==> src/rtl/bus_arbiter_rr.sv <==
// Four-master round-robin bus arbiter with a transaction watchdog.
// The bus is always parked on exactly one owner. A registered
// watchdog tracks outstanding transactions and raises a one-cycle
// timeout_err pulse if the slave never answers.
//
// state | meaning
// ------+-----------------------------------------------------------
// IDLE  | no transaction outstanding; arbitration is live
// WAIT  | strobe seen, waiting for m_rdy_n; owner frozen
// ERR   | watchdog expired this cycle; owner forced to rotate
module bus_arbiter_rr #(
  parameter int TIMEOUT   = 16,
  parameter int CNT_WIDTH = 8
) (
  input  logic       clk,
  input  logic       reset,
  input  logic       m0_req_n,
  input  logic       m1_req_n,
  input  logic       m2_req_n,
  input  logic       m3_req_n,
  input  logic       m_as_n,
  input  logic       m_rdy_n,
  output logic       m0_grnt_n,
  output logic       m1_grnt_n,
  output logic       m2_grnt_n,
  output logic       m3_grnt_n,
  output logic [1:0] owner,
  output logic       bus_busy,
  output logic       timeout_err
);

  typedef enum logic [1:0] {
    IDLE = 2'd0,
    WAIT = 2'd1,
    ERR  = 2'd2
  } state_t;

  localparam logic [CNT_WIDTH-1:0] CNT_LIMIT = CNT_WIDTH'(TIMEOUT);
  localparam logic [CNT_WIDTH-1:0] CNT_ONE   = CNT_WIDTH'(1);
  localparam logic [CNT_WIDTH-1:0] CNT_ZERO  = '0;

  state_t               state;
  state_t               state_nxt;
  logic [CNT_WIDTH-1:0] cnt;
  logic [CNT_WIDTH-1:0] cnt_nxt;
  logic [1:0]           owner_nxt;
  logic [3:0]           req;
  logic                 rot_found;
  logic [1:0]           rot_pick;
  logic [1:0]           rot_cand;

  assign req = ~{m3_req_n, m2_req_n, m1_req_n, m0_req_n};

  // First requester after the current owner in rotation order (owner+1..owner+3).
  always_comb begin
    rot_found = 1'b0;
    rot_pick  = owner;
    rot_cand  = owner;
    for (int i = 1; i < 4; i++) begin
      rot_cand = owner + 2'(i);
      if (!rot_found && req[rot_cand]) begin
        rot_found = 1'b1;
        rot_pick  = rot_cand;
      end
    end
  end

  // Next owner: keep while requesting in IDLE, forced rotation in ERR, frozen in WAIT.
  always_comb begin
    owner_nxt = owner;
    case (state)
      IDLE: begin
        if (!req[owner] && rot_found) begin
          owner_nxt = rot_pick;
        end
      end
      ERR: begin
        if (rot_found) begin
          owner_nxt = rot_pick;
        end
      end
      default: begin
        owner_nxt = owner;
      end
    endcase
  end

  // Watchdog next-state and counter; ready wins over expiry in the last wait cycle.
  always_comb begin
    state_nxt = state;
    cnt_nxt   = cnt;
    case (state)
      IDLE: begin
        cnt_nxt = CNT_ZERO;
        if (!m_as_n && m_rdy_n) begin
          state_nxt = WAIT;
          cnt_nxt   = CNT_ONE;
        end
      end
      WAIT: begin
        if (!m_rdy_n) begin
          state_nxt = IDLE;
          cnt_nxt   = CNT_ZERO;
        end else if (cnt == CNT_LIMIT) begin
          state_nxt = ERR;
        end else begin
          cnt_nxt = cnt + CNT_ONE;
        end
      end
      ERR: begin
        state_nxt = IDLE;
        cnt_nxt   = CNT_ZERO;
      end
      default: begin
        state_nxt = IDLE;
        cnt_nxt   = CNT_ZERO;
      end
    endcase
  end

  // State, counter and owner registers with synchronous reset.
  always_ff @(posedge clk) begin
    if (reset) begin
      state <= IDLE;
      cnt   <= CNT_ZERO;
      owner <= 2'd0;
    end else begin
      state <= state_nxt;
      cnt   <= cnt_nxt;
      owner <= owner_nxt;
    end
  end

  assign m0_grnt_n   = (owner != 2'd0);
  assign m1_grnt_n   = (owner != 2'd1);
  assign m2_grnt_n   = (owner != 2'd2);
  assign m3_grnt_n   = (owner != 2'd3);
  assign bus_busy    = (state == WAIT);
  assign timeout_err = (state == ERR);

endmodule

==> config.mk <==
export PLATFORM = sky130hd
export DESIGN_NAME = bus_arbiter_rr
export DESIGN_NICKNAME = d
export VERILOG_FILES = /design/src/rtl/bus_arbiter_rr.sv
export SDC_FILE = /design/constraint.sdc
export NUM_CORES = 1
export LEC_CHECK = 0
export ABC_AREA = 1
export CORE_MARGIN = 2
export CORE_UTILIZATION = 51
export DETAILED_ROUTE_END_ITERATION = 8
export PLACE_DENSITY = 0.88
export SYNTH_ARGS = -nofsm -noshare
export SYNTH_HDL_FRONTEND = slang
export SYNTH_SLANG_ARGS = --single-unit
==> constraint.sdc <==
create_clock -name clk -period 1.8 [get_ports clk]
set_input_delay 0.36 -clock clk [delete_from_list [all_inputs] [get_ports clk]]
set_output_delay 0.36 -clock clk [all_outputs]
set_load 0.1 [all_outputs]
==> results.toml, run 1 <==
[outcome]
status = "completed"

[final_layout]
n_antenna_cell = 0
synthToLayoutAreaGrowth_pct = 36.01
drive_gt1_share_pct = 27.74
nets = 170
final_core_util_pct = 72.74
final_area_um2 = 1229
stdcell_count = 172

[setup_path]
r2r_end = "owner[0]"
crit_path_max_fanout = 7
cp_data_arrival_time_ns = 1.33
crit_type = "register to primary output"
worstPathRequired_ns = 1.44
reg2reg_from = "owner[1]"
r2r_setup_slack_ns = 0.17
critPathCaptureType = "primary output"
startpoint = "owner[1]"
reg2reg_depth = 11
start_kind = "register"

[floorplan]
initial_core_util_pct = 53.48
rows = 15
die_h_um = 46.09
die-area_um2 = 2124
die_x_um = 46.09
io_pins = 16
core_um2 = 1689

[clocking]
clock_path_buffers = 2
post_cts_resized = 0
ctsHoldBuffers = 0
path_clk_slew_ns = 0.08
root_buffer = "clkbuf_4"
cts_setup_buffers = 0
cts_sinks = 12
clk_latency_ns = 0.27
cts_tree = "built"
cts_buffers = 3
h-tree-depth = 1

[routing]
drc = 0
drt.antenna.violating_nets = 0
wl_um = 1915
first_pass_iters = 4
drt_iter0_markers = 11
wl_met3_um = 69
avgRoutedWirePerCell_um = 11.13
vias = 896
via_per_inst = 5.209
wl_met2_um = 975
met1_length_um = 808
top_layer = "met4"

[yosys]
ys_seq_area_share_pct = 26.59
async_flop_share_pct = 0
synthCells = 136
avgSynthCellArea_um2 = 6.642
yosysWarnings = 0
ys_seq_elements = 12
synth_flop_cell = "dfxtp_1"
yosysMostFrequentCell = "nand2_1"
synth_edf_count = 0
synth_area_leaders = "dfxtp_1, nand2_1, inv_1"
netlist.area_leader.share_pct = 26.59
syn-cell-area_um2 = 903.4
synth_common_cells = "nand2_1, inv_1, nand3_1"
synth_cell_types = 23
yosys.area.top_type = "dfxtp_1"
syn-num-nets = 150

[hold_path]
hold_path_end = "cnt[1]"
min_path_cells = 2
hp-start = "cnt[1]"
holdCritPathClass = "register to register"

[pwr]
p_leak_nw = 0.5292
pwr_density_cell_nw_per_um2 = 1271
power.total_mw = 1.562
peakVddDrop_mv = 0.8950

[sta]
finalSetupTns_ns = 0
skew_ns = 0.0006947
relSlewSlack_pct = 82.81
timing.final.crit_period_ns = 1.692
rsz0062_at_grt = "false"
holdWs_ns = 0.5059
fin_ws_ns = 0.1083
hold_violations = 0
post-route-period-util_pct = 93.98
worstMarginPinSlew_ns = 0.2552
slew_violations = 0
fmax_mhz = 591.1
final-setup-viol-count = 0

[place]
place_congestion = 0.8941
dp_cells = 168
hpwl_um = 1595
dpl_cell_area_um2 = 1192
place_ws_ns = 0.05748
port_buffers = 15

[grt]
antenna_found_initial = 0
grt.total_usage_pct = 20.92
overflow = 0
grt_start_max_net_pins = 13
grt_pass1_vias = 829
grt_pass1_wl_um = 3180

[flow_run]
max_cap_violations = 0
==> final cells by class <==
type | count | area, µm²
Fill cell | 142 | 460.4
Inverter | 26 | 113.9
Clock buffer | 4 | 36.28
Sequential cell | 12 | 247.7
Multi-Input combinational cell | 97 | 571.8
Tap cell | 17 | 21.27
Timing Repair Buffer | 16 | 237.7
==> layer usage <==
metal,up-vias,GRT usage [%]
li1,465,-
met1,399,23.68
met2,24,36.11
met3,8,3.529
met4,0,12.57
met5,-,0
==> placed cells by master, fill, tap and decap left out <==
| master | synthesis | routed |
|---|---|---|
| nor2_1 | 11 | 9 |
| nor3b_2 | 1 | 1 |
| nand2_2 | 12 | 12 |
| inv_2 | 2 | 2 |
| clkdlybuf4s50_1 | 0 | 7 |
| nand3_1 | 14 | 14 |
| a31oi_1 | 1 | 1 |
| a211oi_1 | 1 | 1 |
| nand4_2 | 1 | 1 |
| nor2_2 | 3 | 4 |
| inv_1 | 23 | 20 |
| dfxtp_1 | 12 | 10 |
| buf_12 | 0 | 8 |
| nand2_4 | 1 | 1 |
| nand4_1 | 2 | 2 |
| xnor2_1 | 1 | 1 |
| clkbuf_8 | 0 | 1 |
| o21ai_0 | 5 | 5 |
| ha_4 | 0 | 1 |
| xor2_1 | 2 | 2 |
| nor2_4 | 0 | 1 |
| a2111oi_2 | 1 | 1 |
| dfxtp_4 | 0 | 2 |
| buf_4 | 0 | 1 |
| clkbuf_4 | 0 | 3 |
| nor3_1 | 2 | 2 |
| nand2_1 | 28 | 28 |
| a21oi_1 | 5 | 5 |
| clkinvlp_4 | 0 | 3 |
| ha_1 | 6 | 5 |
| inv_6 | 1 | 1 |
==> cell families (layout without fill, tap and decap cells) <==
kind of cell	count (synthesis)	after routing	synth area share, %
AND/OR/NAND/NOR	75	75	40.86
buffers and inverters	27	46	12.60
AO/OA/AOI/OAI	13	13	8.725
flip-flops	12	12	26.59
adder cells (fa/ha/maj)	6	6	8.310
XOR/XNOR	3	3	2.909
==> worst max-delay path, cell delays in order, from the launching register on <==
cell and delay [ns]:
dfxtp_4 0.38, inv_1 0.17, ha_1 0.23, clkinvlp_4 0.11, buf_12 0.17
==> how the worst max path moves through the flow <==
stage                      endpoint  slack, ns
after floorplan            owner[0]       0.07
after detailed placement   owner[1]       0.06
final                     m1_grnt_n       0.11
after global routing      m1_grnt_n       0.03
after global placement     owner[1]       0.15
after CTS                 m1_grnt_n       0.10
==> registers in the layout, indices dropped and copies added (netlist names) <==
name	count
cnt	8
owner	2
state	2
==> power by group <==
part	switching (mW)	internal, mW	total, mW	leakage (nW)
Combinational	0.644	0.361	1.01	0.409
Sequential	0.0501	0.290	0.340	0.0987
Clock	0.0931	0.123	0.216	0.0210
Total	0.787	0.774	1.56	0.529
Note: power is estimated with default switching activity, not from simulation.
==> run 2, diff against run 1 <==
==> constraint.sdc (replaced) <==
create_clock -name clk -period 1.8 [get_ports clk]
set_input_delay 0.27 -clock clk [delete_from_list [all_inputs] [get_ports clk]]
set_output_delay 0.27 -clock clk [all_outputs]
set_load 0.1 [all_outputs]
==> run 2 against run 1 <==
Net effect:
- critical path depth rose by 1
- worst hold slack got worse by 0.0069 ns
- non-clock buffer count did not move
- sequential power fell by 1%
- largest power group unchanged
- sequential cell count did not move
==> results.toml, run 2 (same netlist as run 1, synthesis figures left out) <==
[outcome]
status = "completed"

[setup_path]
critPathTopFamily = "buffers and inverters"
slowest_stage = "dfxtp_4"
worstPathRequired_ns = 1.53
crit_path_max_fanout = 7
start_kind = "register"
critPathCaptureType = "primary output"
slowest_delay_ns = 0.38
cp_data_arrival_time_ns = 1.39
worstPathBufferInverterCount = 4
crit_type = "register to primary output"
path_cells = "inv_1 > buf_4 > ha_1 > clkinvlp_4 > buf_12"

[floorplan]
initial_core_util_pct = 53.48
die-area_um2 = 2124
io_pins = 16
core_um2 = 1689
die_x_um = 46.09
die_h_um = 46.09
rows = 15

[sta]
skew_ns = 0.001892
rsz0062_at_grt = "false"
worstMarginPinSlew_ns = 0.2913
final-setup-viol-count = 0
post-route-period-util_pct = 92.48
relSlewSlack_pct = 80.54
timing.final.crit_period_ns = 1.665
slew_violations = 0
hold_violations = 0
fmax_mhz = 600.7
finalSetupTns_ns = 0

[final_layout]
seq_area_um2 = 247.7
n_antenna_cell = 0
layout_common_cells = "nand2_1, inv_1, nand3_1"
synthToLayoutAreaGrowth_pct = 34.07
layout_commonest_cell = "nand2_1"
nets = 170
largestRegisters = "cnt: 8 flops, owner: 2 flops, state: 2 flops"
largest_reg_flops = 8
drive_gt1_share_pct = 27.74
fillers = 131
final_area_um2 = 1211
largest-register = "cnt"
multi_input_area_um2 = 566.8

[clocking]
post_cts_resized = 0
h-tree-depth = 1
path_clk_slew_ns = 0.08
clk_latency_ns = 0.29
clock_path_buffers = 2
ctsHoldBuffers = 0
cts_tree = "built"
cts_sinks = 12
cts_buffers = 3
root_buffer = "clkbuf_4"
cts_setup_buffers = 0

[grt]
grt_start_max_net_pins = 13
antenna_found_initial = 0
grt_pass1_wl_um = 3098
overflow = 0
grt_pass1_vias = 764
grt.total_usage_pct = 20.40

[place]
place_congestion = 0.9032
hpwl_um = 1501
port_buffers = 15
dpl_cell_area_um2 = 1175

[routing]
wl_um = 1831
vias = 889
first_pass_iters = 4
drt.antenna.violating_nets = 0
drc = 0
drt_iter0_markers = 21
avgRoutedWirePerCell_um = 10.65
via_per_inst = 5.169

[pwr]
pwr_density_cell_nw_per_um2 = 1267
p_leak_nw = 0.5252
power.total_mw = 1.534
peakVddDrop_mv = 0.8624

[flow_run]
max_cap_violations = 0

[hold_path]
holdCritPathClass = "register to register"
-- run 2: final cells by class --
class	instances	area share, %
multi-input cells	97	46.80
flip-flops and latches	12	20.45
repair buffers	16	18.60
inverters	26	9.401
clock buffers	4	2.996
well taps	17	1.756
-- run 2: power by group --
| group | leakage, nW | internal, mW | total [mW] | switching, mW |
|---|---|---|---|---|
| clock | 0.0210 | 0.123 | 0.224 | 0.100 |
| combinational | 0.405 | 0.344 | 0.975 | 0.631 |
| sequential | 0.0987 | 0.290 | 0.336 | 0.0456 |
-- run 2: metrics by stage --
stage,utilization [%],setup slack (ns),hold slack [ns],instances
after CTS,71.70,0.1263,0.5008,172
after floorplan,-,-0.08783,0.3391,136
final,71.70,0.1353,0.4990,172
after global routing,71.70,0.09191,0.5411,172
after global placement,69.56,0.2450,0.4729,168
after detailed placement,69.56,0.1980,0.4890,168
-- run 2: layer usage --
metal	part of all wire, %	GRT usage, %	vias to the layer above
met5	0	0	-
met4	1.3	9.143	0
met3	4.6	5.490	3
met2	49	33.33	27
met1	45	24.82	393
li1	-	-	466
-- run 2: worst paths after layout --
kind                  from         to  slack [ns]  depth (start not counted)
hold reg to reg     cnt[1]     cnt[1]        0.50                          2
setup / recovery  owner[1]  m1_grnt_n        0.14                          5
hold / removal      cnt[1]     cnt[1]        0.50                          2
setup reg to reg  owner[0]   owner[0]        0.25                         11
-- run 2: worst reg2reg max path: stages (launching register included) --
cell,delay [ns]
dfxtp_4,0.45
inv_6,0.08
ha_4,0.30
inv_1,0.06
nand3_1,0.09
nand2_2,0.09
nand2_2,0.07
inv_2,0.03
nor2_2,0.11
nand3_1,0.07
nand2_1,0.06
nor2_1,0.04
